`src/rtl/adder_share_pkg.sv`:
```
// Shared types and defaults for the adder-sharing arbiter and its carry-select adder.
package adder_share_pkg;

  localparam int WIDTH_DEFAULT   = 32;
  localparam int NUM_REQ_DEFAULT = 4;

  typedef enum logic {
    ARB    = 1'b0,
    LOCKED = 1'b1
  } arb_state_t;

  typedef logic [$clog2(NUM_REQ_DEFAULT)-1:0] req_id_t;

endpackage

```
`src/rtl/adder_share_arbiter_csa_add.sv`:
```
// Combinational carry-select adder: low half ripples, upper half is chosen from two precomputed sums.
module csa_add #(
  parameter int WIDTH = adder_share_pkg::WIDTH_DEFAULT
) (
  input  logic [WIDTH-1:0] a,
  input  logic [WIDTH-1:0] b,
  input  logic             cin,
  output logic [WIDTH-1:0] sum,
  output logic             cout
);

  localparam int H = WIDTH / 2;

  logic [H:0] lo;
  logic [H:0] hi0;
  logic [H:0] hi1;

  assign lo  = {1'b0, a[H-1:0]} + {1'b0, b[H-1:0]} + {{H{1'b0}}, cin};
  assign hi0 = {1'b0, a[WIDTH-1:H]} + {1'b0, b[WIDTH-1:H]};
  assign hi1 = {1'b0, a[WIDTH-1:H]} + {1'b0, b[WIDTH-1:H]} + {{H{1'b0}}, 1'b1};

  assign sum  = lo[H] ? {hi1[H-1:0], lo[H-1:0]} : {hi0[H-1:0], lo[H-1:0]};
  assign cout = lo[H] ? hi1[H] : hi0[H];

endmodule

```
`src/rtl/adder_share_arbiter.sv`:
```
// Round-robin sharing of one carry-select adder with packet locking and carry chaining across beats.
module adder_share_arbiter
  import adder_share_pkg::*;
#(
  parameter int NUM_REQ = NUM_REQ_DEFAULT,
  parameter int WIDTH   = WIDTH_DEFAULT
) (
  input  logic                       clk,
  input  logic                       rst,
  input  logic [NUM_REQ-1:0]         req_valid,
  output logic [NUM_REQ-1:0]         req_ready,
  input  logic [NUM_REQ*WIDTH-1:0]   req_a,
  input  logic [NUM_REQ*WIDTH-1:0]   req_b,
  input  logic [NUM_REQ-1:0]         req_cin,
  input  logic [NUM_REQ-1:0]         req_last,
  output logic                       rsp_valid,
  input  logic                       rsp_ready,
  output logic [$clog2(NUM_REQ)-1:0] rsp_id,
  output logic [WIDTH-1:0]           rsp_sum,
  output logic                       rsp_cout,
  output logic                       rsp_last
);

  localparam int IDW = $clog2(NUM_REQ);

  arb_state_t       state_q, state_d;
  logic [IDW-1:0]   rr_ptr_q, rr_ptr_d;
  logic [IDW-1:0]   lock_id_q, lock_id_d;
  logic             carry_q, carry_d;
  logic             rsp_valid_q, rsp_valid_d;
  logic [IDW-1:0]   rsp_id_q, rsp_id_d;
  logic [WIDTH-1:0] rsp_sum_q, rsp_sum_d;
  logic             rsp_cout_q, rsp_cout_d;
  logic             rsp_last_q, rsp_last_d;

  logic             slot_free;
  logic             gnt_valid;
  logic [IDW-1:0]   gnt_id;
  logic [WIDTH-1:0] a_sel, b_sel, add_sum;
  logic             c_sel, last_sel, add_cout;

  assign slot_free = !rsp_valid_q || rsp_ready;

  // NOTE: every variable driven here gets a default first so no path leaves it unassigned (no latch).
  always_comb begin
    gnt_valid = 1'b0;
    gnt_id    = '0;
    req_ready = '0;
    if (!rst && slot_free) begin
      if (state_q == LOCKED) begin
        if (req_valid[lock_id_q]) begin
          gnt_valid = 1'b1;
          gnt_id    = lock_id_q;
        end
      end else begin
        for (int k = 0; k < NUM_REQ; k++) begin
          if (!gnt_valid && req_valid[(int'(rr_ptr_q) + k) % NUM_REQ]) begin
            gnt_valid = 1'b1;
            gnt_id    = IDW'((int'(rr_ptr_q) + k) % NUM_REQ);
          end
        end
      end
    end
    req_ready[gnt_id] = gnt_valid;
  end

  assign a_sel    = req_a[int'(gnt_id)*WIDTH +: WIDTH];
  assign b_sel    = req_b[int'(gnt_id)*WIDTH +: WIDTH];
  assign c_sel    = (state_q == LOCKED) ? carry_q : req_cin[gnt_id];
  assign last_sel = req_last[gnt_id];

  csa_add #(.WIDTH(WIDTH)) u_csa_add (
    .a    (a_sel),
    .b    (b_sel),
    .cin  (c_sel),
    .sum  (add_sum),
    .cout (add_cout)
  );

  always_comb begin
    state_d     = state_q;
    rr_ptr_d    = rr_ptr_q;
    lock_id_d   = lock_id_q;
    carry_d     = carry_q;
    rsp_valid_d = rsp_valid_q;
    rsp_id_d    = rsp_id_q;
    rsp_sum_d   = rsp_sum_q;
    rsp_cout_d  = rsp_cout_q;
    rsp_last_d  = rsp_last_q;

    if (slot_free) rsp_valid_d = gnt_valid;

    if (gnt_valid) begin
      rsp_id_d   = gnt_id;
      rsp_sum_d  = add_sum;
      rsp_cout_d = add_cout;
      rsp_last_d = last_sel;
      if (state_q == ARB) begin
        rr_ptr_d = (gnt_id == IDW'(NUM_REQ - 1)) ? '0 : gnt_id + IDW'(1);
        if (!last_sel) begin
          state_d   = LOCKED;
          lock_id_d = gnt_id;
          carry_d   = add_cout;
        end
      end else begin
        // Pointer stays put while locked so the packet owner does not skip ahead.
        carry_d = add_cout;
        if (last_sel) state_d = ARB;
      end
    end
  end

  // NOTE: sequential state uses non-blocking assignments so all registers update from pre-edge values.
  always_ff @(posedge clk) begin
    if (rst) begin
      state_q     <= ARB;
      rr_ptr_q    <= '0;
      lock_id_q   <= '0;
      carry_q     <= 1'b0;
      rsp_valid_q <= 1'b0;
      rsp_id_q    <= '0;
      rsp_sum_q   <= '0;
      rsp_cout_q  <= 1'b0;
      rsp_last_q  <= 1'b0;
    end else begin
      state_q     <= state_d;
      rr_ptr_q    <= rr_ptr_d;
      lock_id_q   <= lock_id_d;
      carry_q     <= carry_d;
      rsp_valid_q <= rsp_valid_d;
      rsp_id_q    <= rsp_id_d;
      rsp_sum_q   <= rsp_sum_d;
      rsp_cout_q  <= rsp_cout_d;
      rsp_last_q  <= rsp_last_d;
    end
  end

  assign rsp_valid = rsp_valid_q;
  assign rsp_id    = rsp_id_q;
  assign rsp_sum   = rsp_sum_q;
  assign rsp_cout  = rsp_cout_q;
  assign rsp_last  = rsp_last_q;

endmodule

```
`config.mk`:
```
export PLATFORM = sky130hd
export DESIGN_NAME = adder_share_arbiter
export DESIGN_NICKNAME = d
export VERILOG_FILES = /design/src/rtl/adder_share_pkg.sv /design/src/rtl/adder_share_arbiter_csa_add.sv /design/src/rtl/adder_share_arbiter.sv
export SDC_FILE = /design/constraint.sdc
export NUM_CORES = 1
export LEC_CHECK = 0
export ABC_AREA = 0
export CORE_UTILIZATION = 40
export DETAILED_ROUTE_END_ITERATION = 6
export HOLD_SLACK_MARGIN = 0.1
export PLACE_DENSITY = 0.86
export SYNTH_ARGS = -nofsm -noshare
export SYNTH_HDL_FRONTEND = slang
export SYNTH_SLANG_ARGS = --single-unit
```
`constraint.sdc`:
```
create_clock -name clk -period 7.9 [get_ports clk]
set_clock_uncertainty 0.1 [all_clocks]
set_input_delay 1.975 -clock clk [delete_from_list [all_inputs] [get_ports clk]]
set_output_delay 1.975 -clock clk [all_outputs]
set_load 0.03 [all_outputs]
```
---- After elaboration in Yosys (flattened, before gate mapping) ----
Index checks and enable logic that the tools add are counted.
operators by class
  add/subtract/negate cells ............... 8
  order comparisons ....................... 7
  equality and inequality tests ........... 2
  shifts and indexed selects .............. 2
  mux-type cells .......................... 46
  bitwise logic cells ..................... 6
  reduce and logical (&&, ||, !) cells .... 17
operators by type and width
  cell                     number
  $shiftx A128 B8 Y32      2
  $add A16 B16 Y17         2
  $mux W32                 1
  $mux W1                  29
  $add A17 B1 Y17          1
  $add A17 B1 Y17 const B  1
  $mux W2                  8
  $bmux W1 S2              7
  $lt A3 B4 Y1 const B     3
  $lt A2 B3 Y1 const B     3
  $reduce_or A2 Y1         3
  $logic_and A1 B1 Y1      5
  $logic_not A1 Y1         5
  $add A2 B1 Y2 const B    2
  $add A2 B2 Y2 const B    2
  $and A4 B4 Y4            1
  $reduce_and A2 Y1        2
  $and A1 B1 Y1 const A    3
  $reduce_and A3 Y1        1
  $demux W1 S2             1
  $eq A2 B2 Y1 const B     1
  $ge A2 B1 Y1 const B     1
  $ne A2 B2 Y1 const B     1
  $not A1 Y1               2
  $logic_or A1 B1 Y1       1
word-level totals
  register bits after elaboration ......... 43
  input port bits ......................... 271
  output and inout bits ................... 41
  logic and storage cells ................. 97

---- Logic depth before layout (Yosys ltp) ----
  word-level depth ........................ 27
  gate-level depth with buffers ........... 21
  mapped depth without buffers ............ 19

---- Cells and area by module ----
Synthesis repeated with hierarchy kept, for this count alone.
unflattened totals
  cell total of the unflattened synthesis .. 886
  area total of the unflattened synthesis .. 5644.2 µm²
modules (own cells, without submodules)
  module               instances  cells each  area each (µm²)
  adder_share_arbiter  1          664         3951.3
  csa_add              1          222         1692.9

---- Worst setup path before layout ----
No wires, ideal clock.
  path kind ............................... input to register
  start point ............................. in req_valid[0]
  end point ............................... reg rsp_sum_q[28], in the netlist rsp_sum[28]
  library setup time ...................... 0.074 ns
  arrival time ............................ 6.490 ns
  required time ........................... 7.726 ns
  setup slack ............................. 1.235 ns
  cell stages on the path ................. 21
  path through ............................ a21oi_1 -> o21ai_0 -> a211oi_1 -> nand2_1 -> inv_2 -> clkbuf_1 -> buf_2 -> nand2_1 -> and3_1 -> a31oi_1 -> fa_1 -> inv_1 -> fa_1 -> nand2b_1 -> a21o_1 -> a21oi_1 -> o2111ai_1 -> a2111oi_4 -> nand2_2 -> or4_1 -> a31oi_1
between the ends
  longest elaborated chain between the ends .. 25
  elaborated cells on any way between the ends .. 49
ends and longest elaborated chain
  item                                                  line                        source
  from (decl)                                           adder_share_arbiter.sv:10   input logic [NUM_REQ-1:0] req_valid,
  branches (longest 25 deep; another with $bmux W1 S2)  n/a
  to (signal assigned)                                  adder_share_arbiter.sv:132  rsp_sum_q <= rsp_sum_d;
  to (decl)                                             adder_share_arbiter.sv:32   logic [WIDTH-1:0] rsp_sum_q, rsp_sum_d;
Parallel ways; which one is timed is not known. The select of a mux whose other input is x is not followed.
A chain may end at the register's enable or synchronous reset.

---- Final worst setup path ----
Same ends and word-level chain as after synthesis.

==> reports/metrics.cfg <==
[critical_path]
cp_cell_sequence = clkdlybuf4s50_1, a21oi_1, o21ai_0, a211oi_1, nand2_4, inv_4, buf_12, nand2_1, and3_1, a31oi_1, fa_1, inv_1, fa_1, nand2b_1, a21o_1, a21oi_1, o2111ai_1, a2111oi_4, nand2_2, or4_1, a31oi_1
rrSetupSlack_ps = 2200
crit_path_start_kind = primary input
worstRegToRegCells = 19
endpoint = rsp_sum[28]$_SDFFE_PP0P_
path_class = primary input to flop
required_ps = 8000
rr_startpoint = state_q$_SDFFE_PP0P_
path_buf_inv = 4
critPathMaxFanout = 74
arrival_ps = 7530
cp_slowest_stage_delay_ps = 600
critical_path.startpoint = req_valid[0]
cpMaxStageDelayCell = a2111oi_4
r2r_end = rsp_sum[28]$_SDFFE_PP0P_
cp.depth = 21
endpoint_kind = flop
critPathTopFamily = compound AO/OA/AOI/OAI gates

[timing]
min_period_ps = 7420
fin_ws_ps = 478
fin_tns_setup_ps = 0
tightestPinTransition_ps = 995
rsz0062_at_grt = no
clock.fmax_mhz = 135
setup_violations = 0
fin_crit_sh = 0.939
slew_viol_final = 0
slew_headroom = 0.336
finalHoldViolCount = 0

[placement]
place_area_um2 = 8910
dp_hpwl_um = 17900
port_buffers = 311
place.gp.congestion = 0.961
dp_cells = 1337
post-place-ws_ps = 269

[layout]
layout.cells.non_filler = 1346
nets = 1474
area_growth_pct = 59.6
fin_area_um2 = 9080
fin_util = 0.654
layout-drive-gt1-share = 0.0300
n_fill_cell = 1253

[yosys]
synth-seq-area-share = 0.151
avgSynthCellArea_um2 = 6.35
yosysUniqueCellTypes = 56
synth_ff_type = dfxtp_1
synth_nets = 1207
synth_cells = 897
yosysTopAreaCell = nand2_1
yosysWarnings = 0
synth.area.top_cells = nand2_1 19%, dfxtp_1 15%, ha_1 7.9%, and3_1 7.4%, a31oi_1 6.9%
synth_edf_count = 0
synthMostInstantiatedCell = nand2_1
ys_ff_latch = 43
async_flop_share = 0
synthTopCellsByCount = 295 x nand2_1, 67 x and3_1, 63 x a31oi_1
synth_top_area_share = 0.195
synth_area_um2 = 5690

[detailed_routing]
ant_nets = 0
wire_per_inst_um = 16.7
wirelength_um = 22500
drcViolationCount = 0
vias = 7463
drt_iter0_drc = 591
vias_per_cell = 5.54
dr.pass1.iters = 5

[global_routing]
antenna_found_initial = 1
grt-ovfl-total = 0
grt_max_degree = 75
track_usage = 0.293
grt_pass1_vias = 6581
grt_pass1_wl_um = 34000

[clock_network]
clk_pin_slew_ps = 60
htree_levels = 2
cts_resized = 0
cts_buffers = 5
ctsHoldBuffers = 0
insertion_delay_ps = 290
cts_tree = yes
clockBufferDepth = 2
postCtsSetupRepairBufs = 0
root_buffer = clkbuf_16
cts_sinks = 43

[die]
dieHeight_um = 121
ios = 312
dieArea_um2 = 14700
core_region_area_um2 = 13900
initial_core_util = 0.410
die_w_um = 121
row_count = 43

[min_path]
hold_start = rsp_id[0]$_SDFFE_PP0P_
hp-class = flop to flop

[power_and_ir_drop]
power_density_nw_per_um2 = 205
vdd_drop_max_mv = 0.105
power_leakage_nw = 3.85

[job]
maxCapViolCount = 0

[outcome]
status = completed

-- cell type report --
class	instances	area (um2)	share of cell area
Antenna cell	1	2.50	0.000275
Clock buffer	6	139	0.0153
Clock inverter	2	35.0	0.00386
Inverter	18	70.1	0.00771
Multi-Input combinational cell	775	4540	0.500
Sequential cell	43	861	0.0948
Tap cell	180	225	0.0248
Timing Repair Buffer	321	3210	0.353
-- through the flow --
step                total power [mW]  hold slack (ps)
floorplan                       1.14              359
global placement                1.58              335
detailed placement              1.61              337
CTS                             1.85              345
global route                    1.99              369
finish                          1.86              350
-- power by group --
part	switching [mW]	total, mW	internal [mW]
clock	0.0836	0.241	0.157
combinational	0.727	1.29	0.563
sequential	0.0437	0.331	0.288
-- placed cells by master, fill, tap and decap left out, types with 6 or more instances in the layout --
cell / count
xor2_1: 14
a31oi_1: 63
o21ai_0: 43
and2_1: 10
nand3b_1: 31
a211oi_1: 15
nand2b_1: 9
dfxtp_1: 43
inv_1: 16
ha_1: 36
nor3_1: 7
a21o_1: 7
nand2_1: 294
o31ai_1: 6
a21oi_1: 34
nand3_1: 14
xnor2_1: 16
clkdlybuf4s50_1: 309
o21a_1: 7
and3_1: 67
mux2i_1: 10
buf_4: 10
nor2_1: 27
-- flip-flops by register name (all words and copies together), names as in the netlist --
signal,count
rsp_sum,32
lock_id_q,2
rr_ptr_q,2
rsp_id,2
carry_q,1
rsp_cout,1
rsp_last,1
rsp_valid,1
state_q,1
-- kinds of logic after synthesis --
family / Yosys count / synth area share
AO/OA/AOI/OAI: 209 / 0.239
multiplexers: 11 / 0.0196
buffers and inverters: 79 / 0.0543
XOR/XNOR: 30 / 0.0462
adder cells (fa/ha/maj): 39 / 0.0897
flip-flops: 43 / 0.151
AND/OR/NAND/NOR: 486 / 0.400
-- worst register-to-register path: stages, from the launching register on --
cell and delay [ps]:
dfxtp_1 580, nor2_1 100, a211oi_1 450, nand2_4 220, inv_4 300, buf_12 330, nand2_1 120, and3_1 190
a31oi_1 210, fa_1 240, inv_1 60, fa_1 390, nand2b_1 180, a21o_1 190, a21oi_1 230, o2111ai_1 350
a2111oi_4 610, nand2_2 90, or4_1 520, a31oi_1 190
-- worst min-delay path by stage --
stage / end / slack (ps) / cells past startpoint
after floorplan: carry_q$_SDFFE_PP0P_ / 360 / 2
after global placement: rsp_id[0]$_SDFFE_PP0P_ / 340 / 2
after detailed placement: rsp_id[0]$_SDFFE_PP0P_ / 340 / 2
after CTS: rsp_id[0]$_SDFFE_PP0P_ / 350 / 2
after global routing: rsp_last$_SDFFE_PP0P_ / 370 / 2
final: rsp_id[0]$_SDFFE_PP0P_ / 350 / 2
-- routing by layer --
layer  vias up  routed length (um)  track usage
met1      3426                9750        0.400
met4         0                 434       0.0702
li1       3682                   -            -
met3        29                1650       0.0329
met2       326               10600        0.487
met5         -                   0            0
Power figures use the tool's default switching activity.
